--- config.mk ---
export PLATFORM = sky130hd
export DESIGN_NAME = axi_io_pmp_err_slv_flat
export DESIGN_NICKNAME = d
export VERILOG_FILES = /design/src/rtl/axi_io_pmp_err_slv_if.sv /design/src/rtl/axi_io_pmp_err_slv.sv /design/src/flat_wrapper.sv
export SDC_FILE = /design/constraint.sdc
export NUM_CORES = 1
export LEC_CHECK = 0
export CAP_MARGIN = 20
export CORE_MARGIN = 2
export CORE_UTILIZATION = 46
export CTS_BUF_LIST = sky130_fd_sc_hd__clkbuf_8 sky130_fd_sc_hd__clkbuf_16
export DETAILED_ROUTE_END_ITERATION = 6
export GPL_TIMING_DRIVEN = 0
export PLACE_DENSITY = 0.87
export SETUP_SLACK_MARGIN = 0.4
export SLEW_MARGIN = 5
export SYNTH_ARGS = -nofsm -noshare
export SYNTH_HDL_FRONTEND = slang
export SYNTH_SLANG_ARGS = --single-unit
--- constraint.sdc ---
create_clock -name clk -period 5.1 [get_ports clk]
set_input_delay 1.02 -clock clk [delete_from_list [all_inputs] [get_ports clk]]
set_output_delay 1.02 -clock clk [all_outputs]
set_load 0.02 [all_outputs]
--- src/rtl/axi_io_pmp_err_slv_if.sv ---
// axi_io_pmp_err_slv_if: AXI channel bundle between the IO-PMP deny path and the error slave
interface axi_io_pmp_err_slv_if #(
  parameter int DATA_WIDTH  = 64,
  parameter int ID_WIDTH    = 8,
  parameter int BUSER_WIDTH = 1,
  parameter int RUSER_WIDTH = 1
);
  logic [ID_WIDTH-1:0]    s_axi_awid;
  logic [7:0]             s_axi_awlen;
  logic                   s_axi_awvalid;
  logic                   s_axi_awready;
  logic                   s_axi_wlast;
  logic                   s_axi_wvalid;
  logic                   s_axi_wready;
  logic [ID_WIDTH-1:0]    s_axi_bid;
  logic [1:0]             s_axi_bresp;
  logic [BUSER_WIDTH-1:0] s_axi_buser;
  logic                   s_axi_bvalid;
  logic                   s_axi_bready;
  logic [ID_WIDTH-1:0]    s_axi_arid;
  logic [7:0]             s_axi_arlen;
  logic                   s_axi_arvalid;
  logic                   s_axi_arready;
  logic [ID_WIDTH-1:0]    s_axi_rid;
  logic [DATA_WIDTH-1:0]  s_axi_rdata;
  logic [1:0]             s_axi_rresp;
  logic                   s_axi_rlast;
  logic [RUSER_WIDTH-1:0] s_axi_ruser;
  logic                   s_axi_rvalid;
  logic                   s_axi_rready;
  modport slave (
    input  s_axi_awid, s_axi_awlen, s_axi_awvalid, s_axi_wlast, s_axi_wvalid, s_axi_bready,
           s_axi_arid, s_axi_arlen, s_axi_arvalid, s_axi_rready,
    output s_axi_awready, s_axi_wready, s_axi_bid, s_axi_bresp, s_axi_buser, s_axi_bvalid,
           s_axi_arready, s_axi_rid, s_axi_rdata, s_axi_rresp, s_axi_rlast, s_axi_ruser, s_axi_rvalid
  );
  modport master (
    output s_axi_awid, s_axi_awlen, s_axi_awvalid, s_axi_wlast, s_axi_wvalid, s_axi_bready,
           s_axi_arid, s_axi_arlen, s_axi_arvalid, s_axi_rready,
    input  s_axi_awready, s_axi_wready, s_axi_bid, s_axi_bresp, s_axi_buser, s_axi_bvalid,
           s_axi_arready, s_axi_rid, s_axi_rdata, s_axi_rresp, s_axi_rlast, s_axi_ruser, s_axi_rvalid
  );
endinterface

--- src/rtl/axi_io_pmp_err_slv.sv ---
// axi_io_pmp_err_slv: terminates denied AXI transactions with an error response
module axi_io_pmp_err_slv #(
  parameter int         DATA_WIDTH  = 64,
  parameter int         ID_WIDTH    = 8,
  parameter int         BUSER_WIDTH = 1,
  parameter int         RUSER_WIDTH = 1,
  parameter logic [1:0] ERR_RESP    = 2'b10
) (
  input logic clk,
  input logic rst,
  axi_io_pmp_err_slv_if.slave s
);
  // A dedicated reset state keeps every registered output low while rst is held
  // and steps to idle on the first edge after release.
  localparam logic [1:0] W_RST = 2'd0, W_IDLE = 2'd1, W_DATA = 2'd2, W_RESP = 2'd3;
  localparam logic [1:0] R_RST = 2'd0, R_IDLE = 2'd1, R_DATA = 2'd2;
  logic [1:0]          w_state, r_state;
  logic [ID_WIDTH-1:0] w_id, r_id;
  logic [7:0]          w_len, w_cnt, r_len, r_cnt;
  logic                unused_wlast;
  assign unused_wlast = s.s_axi_wlast;
  // write path: accept AW, swallow awlen+1 beats counted against awlen, return one B
  always_ff @(posedge clk)
    if (rst) begin
      w_state <= W_RST;
      w_id    <= '0;
      w_len   <= '0;
      w_cnt   <= '0;
    end else
      case (w_state)
        W_RST:  w_state <= W_IDLE;
        W_IDLE: if (s.s_axi_awvalid) begin
          w_state <= W_DATA;
          w_id    <= s.s_axi_awid;
          w_len   <= s.s_axi_awlen;
          w_cnt   <= '0;
        end
        W_DATA: if (s.s_axi_wvalid) begin
          w_cnt <= w_cnt + 8'd1;
          if (w_cnt == w_len) w_state <= W_RESP;
        end
        default: if (s.s_axi_bready) w_state <= W_IDLE;
      endcase
  // read path: accept AR, emit arlen+1 zero-data error beats
  always_ff @(posedge clk)
    if (rst) begin
      r_state <= R_RST;
      r_id    <= '0;
      r_len   <= '0;
      r_cnt   <= '0;
    end else
      case (r_state)
        R_RST:  r_state <= R_IDLE;
        R_IDLE: if (s.s_axi_arvalid) begin
          r_state <= R_DATA;
          r_id    <= s.s_axi_arid;
          r_len   <= s.s_axi_arlen;
          r_cnt   <= '0;
        end
        R_DATA: if (s.s_axi_rready) begin
          r_cnt <= r_cnt + 8'd1;
          if (r_cnt == r_len) r_state <= R_IDLE;
        end
        default: r_state <= R_IDLE;
      endcase
  // all outputs decode purely from registered state
  always_comb begin
    s.s_axi_awready = w_state == W_IDLE;
    s.s_axi_wready  = w_state == W_DATA;
    s.s_axi_bvalid  = w_state == W_RESP;
    s.s_axi_bid     = s.s_axi_bvalid ? w_id : '0;
    s.s_axi_bresp   = s.s_axi_bvalid ? ERR_RESP : 2'b00;
    s.s_axi_buser   = '0;
    s.s_axi_arready = r_state == R_IDLE;
    s.s_axi_rvalid  = r_state == R_DATA;
    s.s_axi_rlast   = s.s_axi_rvalid && (r_cnt == r_len);
    s.s_axi_rid     = s.s_axi_rvalid ? r_id : '0;
    s.s_axi_rresp   = s.s_axi_rvalid ? ERR_RESP : 2'b00;
    s.s_axi_rdata   = '0;
    s.s_axi_ruser   = '0;
  end
endmodule

--- src/flat_wrapper.sv ---
// flat-port wrapper written by rule: the top's interface ports become plain ports
module axi_io_pmp_err_slv_flat 
#(
  parameter int         DATA_WIDTH  = 64,
  parameter int         ID_WIDTH    = 8,
  parameter int         BUSER_WIDTH = 1,
  parameter int         RUSER_WIDTH = 1,
  parameter logic [1:0] ERR_RESP    = 2'b10
)
  (clk, rst, s_s_axi_awid, s_s_axi_awlen, s_s_axi_awvalid, s_s_axi_wlast, s_s_axi_wvalid, s_s_axi_bready, s_s_axi_arid, s_s_axi_arlen, s_s_axi_arvalid, s_s_axi_rready, s_s_axi_awready, s_s_axi_wready, s_s_axi_bid, s_s_axi_bresp, s_s_axi_buser, s_s_axi_bvalid, s_s_axi_arready, s_s_axi_rid, s_s_axi_rdata, s_s_axi_rresp, s_s_axi_rlast, s_s_axi_ruser, s_s_axi_rvalid);
  axi_io_pmp_err_slv_if #(.DATA_WIDTH(DATA_WIDTH), .ID_WIDTH(ID_WIDTH), .BUSER_WIDTH(BUSER_WIDTH), .RUSER_WIDTH(RUSER_WIDTH)) s_i ();
  input logic clk;
  input logic rst;
  input wire logic [$bits(s_i.s_axi_awid)-1:0] s_s_axi_awid;
  input wire logic [$bits(s_i.s_axi_awlen)-1:0] s_s_axi_awlen;
  input wire logic [$bits(s_i.s_axi_awvalid)-1:0] s_s_axi_awvalid;
  input wire logic [$bits(s_i.s_axi_wlast)-1:0] s_s_axi_wlast;
  input wire logic [$bits(s_i.s_axi_wvalid)-1:0] s_s_axi_wvalid;
  input wire logic [$bits(s_i.s_axi_bready)-1:0] s_s_axi_bready;
  input wire logic [$bits(s_i.s_axi_arid)-1:0] s_s_axi_arid;
  input wire logic [$bits(s_i.s_axi_arlen)-1:0] s_s_axi_arlen;
  input wire logic [$bits(s_i.s_axi_arvalid)-1:0] s_s_axi_arvalid;
  input wire logic [$bits(s_i.s_axi_rready)-1:0] s_s_axi_rready;
  output wire logic [$bits(s_i.s_axi_awready)-1:0] s_s_axi_awready;
  output wire logic [$bits(s_i.s_axi_wready)-1:0] s_s_axi_wready;
  output wire logic [$bits(s_i.s_axi_bid)-1:0] s_s_axi_bid;
  output wire logic [$bits(s_i.s_axi_bresp)-1:0] s_s_axi_bresp;
  output wire logic [$bits(s_i.s_axi_buser)-1:0] s_s_axi_buser;
  output wire logic [$bits(s_i.s_axi_bvalid)-1:0] s_s_axi_bvalid;
  output wire logic [$bits(s_i.s_axi_arready)-1:0] s_s_axi_arready;
  output wire logic [$bits(s_i.s_axi_rid)-1:0] s_s_axi_rid;
  output wire logic [$bits(s_i.s_axi_rdata)-1:0] s_s_axi_rdata;
  output wire logic [$bits(s_i.s_axi_rresp)-1:0] s_s_axi_rresp;
  output wire logic [$bits(s_i.s_axi_rlast)-1:0] s_s_axi_rlast;
  output wire logic [$bits(s_i.s_axi_ruser)-1:0] s_s_axi_ruser;
  output wire logic [$bits(s_i.s_axi_rvalid)-1:0] s_s_axi_rvalid;
  assign s_i.s_axi_awid = s_s_axi_awid;
  assign s_i.s_axi_awlen = s_s_axi_awlen;
  assign s_i.s_axi_awvalid = s_s_axi_awvalid;
  assign s_i.s_axi_wlast = s_s_axi_wlast;
  assign s_i.s_axi_wvalid = s_s_axi_wvalid;
  assign s_i.s_axi_bready = s_s_axi_bready;
  assign s_i.s_axi_arid = s_s_axi_arid;
  assign s_i.s_axi_arlen = s_s_axi_arlen;
  assign s_i.s_axi_arvalid = s_s_axi_arvalid;
  assign s_i.s_axi_rready = s_s_axi_rready;
  assign s_s_axi_awready = s_i.s_axi_awready;
  assign s_s_axi_wready = s_i.s_axi_wready;
  assign s_s_axi_bid = s_i.s_axi_bid;
  assign s_s_axi_bresp = s_i.s_axi_bresp;
  assign s_s_axi_buser = s_i.s_axi_buser;
  assign s_s_axi_bvalid = s_i.s_axi_bvalid;
  assign s_s_axi_arready = s_i.s_axi_arready;
  assign s_s_axi_rid = s_i.s_axi_rid;
  assign s_s_axi_rdata = s_i.s_axi_rdata;
  assign s_s_axi_rresp = s_i.s_axi_rresp;
  assign s_s_axi_rlast = s_i.s_axi_rlast;
  assign s_s_axi_ruser = s_i.s_axi_ruser;
  assign s_s_axi_rvalid = s_i.s_axi_rvalid;
  axi_io_pmp_err_slv #(.DATA_WIDTH(DATA_WIDTH), .ID_WIDTH(ID_WIDTH), .BUSER_WIDTH(BUSER_WIDTH), .RUSER_WIDTH(RUSER_WIDTH), .ERR_RESP(ERR_RESP)) u_core (.clk(clk), .rst(rst), .s(s_i));
endmodule
== Yosys cells after proc, flatten, opt, wreduce, memory -nomap -nowiden ==
Index checks and enable logic that the tools add are counted.

* Bits in registers: 52
* Bits of input ports: 40
* Logic and storage cells: 53

* $add $sub $neg: 2
* Eq/ne operators: 13
* Mux-type cells: 19
* Reduce and logical (&&, ||, !) cells: 11

{| class="wikitable"
|+ Operators with widths
! operator !! number
|-
| 2-to-1 mux 8 bit || 6
|-
| case mux 8 bit (2 select lines) || 2
|-
| 2-to-1 mux 2 bit || 9
|-
| adder 8 x 1 -> 8 bit (second input constant) || 2
|-
| equality test 8 bit || 2
|-
| AND reduction 3 bit || 3
|-
| inequality test 2 bit (second input constant) || 4
|-
| equality test 2 bit (second input constant) || 3
|-
| case mux 2 bit (3 select lines) || 1
|-
| equality test 2 x 1 -> 1 bit (second input constant) || 2
|-
| inequality test 2 x 1 -> 1 bit (second input constant) || 2
|-
| case mux 2 bit (2 select lines) || 1
|-
| AND reduction 2 bit || 2
|-
| AND reduction 4 bit || 1
|-
| nonzero test 2 bit || 2
|-
| nonzero test 4 bit || 1
|-
| zero test 2 bit || 1
|-
| logical AND 1 bit || 1
|}

== Depth between registers and ports, before layout ==
* Depth in word-level cells: 4
* Gate-level depth with buffers: 7
* Depth with buffers taken out: 6

== Worst setup path after synthesis ==
Ideal clock, no wire load.

* Path kind: input port to flip-flop
* From: in s_s_axi_awvalid
* To: reg u_core.w_cnt[7]
* Setup time: 0.070 ns
* Arrival time: 2.187 ns
* Slack: 2.842 ns
* Cell stages on the path: 5
* Path through: nor2b_1 > buf_2 > or4_4 > or3_1 > a21oi_1

* Longest elaborated chain between the ends: 2

{| class="wikitable"
|+ Ends and longest elaborated chain
! what !! RTL line !! RTL
|-
| from (decl) || flat_wrapper.sv:16 || <nowiki>input wire logic [$bits(s_i.s_axi_awvalid)-1:0] s_s_axi_awvalid;</nowiki>
|-
| inequality test 2 bit (no source line) || n/a ||
|-
| AND reduction 3 bit (no source line) || n/a ||
|-
| to (signal assigned) || axi_io_pmp_err_slv.sv:39 || <nowiki>w_cnt <= w_cnt + 8'd1;</nowiki>
|-
| to (decl) || axi_io_pmp_err_slv.sv:19 || <nowiki>logic [7:0] w_len, w_cnt, r_len, r_cnt;</nowiki>
|}

No other way between the ends.
A chain may end at the register's enable or synchronous reset.

== Final worst setup path ==
* From: reg u_core.r_cnt[4]
* To: out s_s_axi_rlast

* Longest elaborated chain between the ends: 2

{| class="wikitable"
|+ Ends and longest elaborated chain
! what !! RTL line !! RTL
|-
| from (decl) || axi_io_pmp_err_slv.sv:19 ||
|-
| from (signal assigned) || axi_io_pmp_err_slv.sv:61 || <nowiki>r_cnt <= r_cnt + 8'd1;</nowiki>
|-
| equality test 8 bit || axi_io_pmp_err_slv.sv:76 || <nowiki>s.s_axi_rlast = s.s_axi_rvalid && (r_cnt == r_len);</nowiki>
|-
| logical AND 1 bit || axi_io_pmp_err_slv.sv:76 ||
|-
| to (decl) || flat_wrapper.sv:34 || <nowiki>output wire logic [$bits(s_i.s_axi_rlast)-1:0] s_s_axi_rlast;</nowiki>
|}

No other way between the ends.

==> flow_summary_export.csv <==
group,metric,value,unit
pwr,comb_power_share,0.355,
sta,finClkSkew,0.0108,ns
grt,overflow,0,
layout,area_growth,35.8,%
yosys,yosysSeqAreaShare,0.346,
route,drc_errors,0,
yosys,ys.flop_type,"dfxtp_1",
critical_path,crit_path_end_kind,"output port",
sta,fmax,316,MHz
cts,clkSlewWorstSetupHoldPaths,0.10,ns
critical_path,startpoint_type,"flip-flop",
place,port_buffers,62,
floorplanning,initial_core_util,0.474,
grt,grt_max_degree,17,
cts,cts.sinks,52,
pwr,p_switching,405,µW
yosys,synth_warnings,0,
grt,grt_pass1_vias,2314,
route,wl_per_cell,11.5,µm
route,via_count,2693,
sta,hold_viol,0,
critical_path,critPathMaxFanout,5,
sta,rsz0062_at_grt,"false",
pwr,seqPwrFrac,0.402,
pwr,p_per_area,287,nW/µm²
yosys,async_flop_share,0,
layout,diodes,0,
critical_path,crit_slowest_cell,"clkdlybuf4s50_1",
floorplanning,design.core.area,6350,µm²
cts,postCtsSetupRepairBufs,0,
critical_path,cpPeakStageDelay,0.62,ns
route,ant_nets,0,
grt,grtUsageTotal,0.184,
pwr,total_power,1.18,mW
layout,final_common_cell,"nand2_1",
floorplanning,rows,29,
pwr,ir_drop,266,µV
critical_path,crit_type,"flip-flop to output port",
critical_path,cp_cell_sequence,"xor2_1 -> nor4_1 -> nand3_1 -> nor2_1 -> clkdlybuf4s50_1",
sta,fin_crit,3.16,ns
yosys,synth_edf_count,0,
cts,clkLatencyLatePin,0.31,ns
layout,final.fill_count,537,
critical_path,cp.required,4.08,ns
sta,period_share,0.620,
cts,cts_max_level,2,
route,dr.first_iter.drc_count,135,
layout,drive_gt1_frac,0.167,
sta,slew_headroom,0.592,
yosys,synth_seq_cells,52,
sta,whs,0.455,ns
place,gp_congestion,0.822,
layout,layout_common_cells,"nand2_1 (73), buf_4 (70), conb_1 (68)",
pwr,intPower,771,µW
min_path,min_path_cells,2,
route,vias_per_cell,4.51,
floorplanning,die_h,84.9,µm
layout,post-route-util,0.645,
floorplanning,die_x,84.9,µm
cts,cts_tree,"built",
floorplanning,io-pin-count,132,
cts,cts_buffer_depth,2,
sta,worst_pin_slew,0.597,ns
yosys,postSynthCellCount,383,
place,dp_hpwl,5500,µm
yosys,ys_types,41,
grt,antenna_found_initial,0,
route,wirelength,6840,µm
cts,hold_buffers,0,
cts,clock-root-buffer,"clkbuf_8",
critical_path,worst-r2r-cell-count,7,
sta,maxSlewViolCount,0,
route,drt_first_pass_iters,4,
sta,setup_viol_count_final,0,
cts,cts_inserted_buffers,5,
status,status,"complete, no violations",
floorplanning,dieArea,7210,µm²
pwr,swShare,0.344,
sta,setup_tns,0,ns
pwr,clock_power_share,0.243,
yosys,syn_avg_cell_area,7.87,µm²
grt,grt_pass1_wl,10700,µm
layout,nets,566,
flow_run,maxCapViolCount,0,
critical_path,crit_arrival,2.14,ns
cts,cts_resized,0,
pwr,power.leakage,1.82,nW
min_path,hold_path_class,"flip-flop to flip-flop",
yosys,syn_area,3010,µm²
Yosys cell counts, types with 2 or more instances:
master	instances	share of area
inv_1	6	0.0075
o31ai_1	2	0.0050
a31o_2	2	0.0058
dfxtp_1	52	0.35
nand2_1	73	0.091
a2111oi_0	2	0.0058
ha_1	7	0.029
and3_1	2	0.0042
buf_4	70	0.17
and4_1	2	0.0058
nand3b_1	2	0.0050
nand4_1	8	0.017
and2_1	17	0.035
buf_2	2	0.0033
and3b_1	2	0.0058
xor2_1	11	0.032
nor3_1	3	0.0050
nor2_1	22	0.027
clkbuf_1	12	0.015
nand3_1	4	0.0066
o2111ai_1	3	0.0087
a21oi_1	41	0.068
xnor2_1	13	0.038
o21ai_0	4	0.0066
nand2b_1	3	0.0062
or3_1	2	0.0042
nor2b_1	2	0.0042
flip-flops by register name, summed over array words and instances, names as in the netlist:
signal,flops
u_core.w_id,8
u_core.r_cnt,8
u_core.w_state,2
u_core.r_state,2
u_core.r_len,8
u_core.w_len,8
u_core.w_cnt,8
u_core.r_id,8
layout make-up:
cell class,count,area (µm²),area share
Clock inverter,3,42.5,0.0104
Buffer,85,584,0.143
Tap cell,77,96.3,0.0235
Clock buffer,5,68.8,0.0168
Multi-Input combinational cell,306,1610,0.394
Timing Repair Buffer,62,621,0.152
Inverter,7,26.3,0.00642
Sequential cell,52,1040,0.254
path summary, 6_finish.rpt:
check	endpoint	slack (ns)	from
worst max-delay path	s_s_axi_rlast	1.94	u_core.r_cnt[4]
worst min-delay path	u_core.r_id[7]	0.45	u_core.r_id[7]
worst max register to register	u_core.w_cnt[7]	2.87	u_core.w_state[0]
worst min register to register	u_core.r_id[7]	0.45	u_core.r_id[7]
metal layers:
layer	up-vias	GRT usage	part of all wire	wire, µm
met5	-	0	0	0
met4	0	0.0462	0.010	70
met3	8	0.0486	0.071	487
met2	97	0.349	0.54	3730
met1	1199	0.202	0.37	2550
li1	1389	-	-	-
critical path, delay by kind of cell, from the launching register on:
kind	cells	cell delay (ns)
xor+xnor	1	0.09
buf+inv	1	0.62
flops	1	0.45
simple gates	3	0.67
kinds of logic (layout without fill, tap and decap cells):
group | Yosys count | after routing | share of synthesized area
muxes | 1 | 1 | 0.00332
and+or+nand+nor | 148 | 148 | 0.238
DFF | 52 | 52 | 0.346
buffers and inverters | 92 | 162 | 0.203
AOI/OAI and AO/OA | 58 | 58 | 0.110
xor gates and xnor gates | 24 | 24 | 0.0698
adders and majority gates | 7 | 7 | 0.0291
other | 1 | 68 | 0.00124
through the flow:
stage	cell area, µm²	setup WS, ns	cells
final	4090	1.94	597
after CTS	4090	1.95	597
after detailed placement	3980	2.25	589
after global routing	4090	1.72	597
after floorplan	3260	2.84	450
after global placement	3980	2.27	589
power by group through the flow:
stage	registers (mW)	clock network [mW]	logic [mW]
after floorplan	0.474	0	0.307
after global placement	0.479	0	0.404
after detailed placement	0.482	0	0.413
after CTS	0.472	0.288	0.416
after global routing	0.478	0.306	0.462
final	0.473	0.285	0.417
No activity file was read; power rests on OpenSTA's default activity.
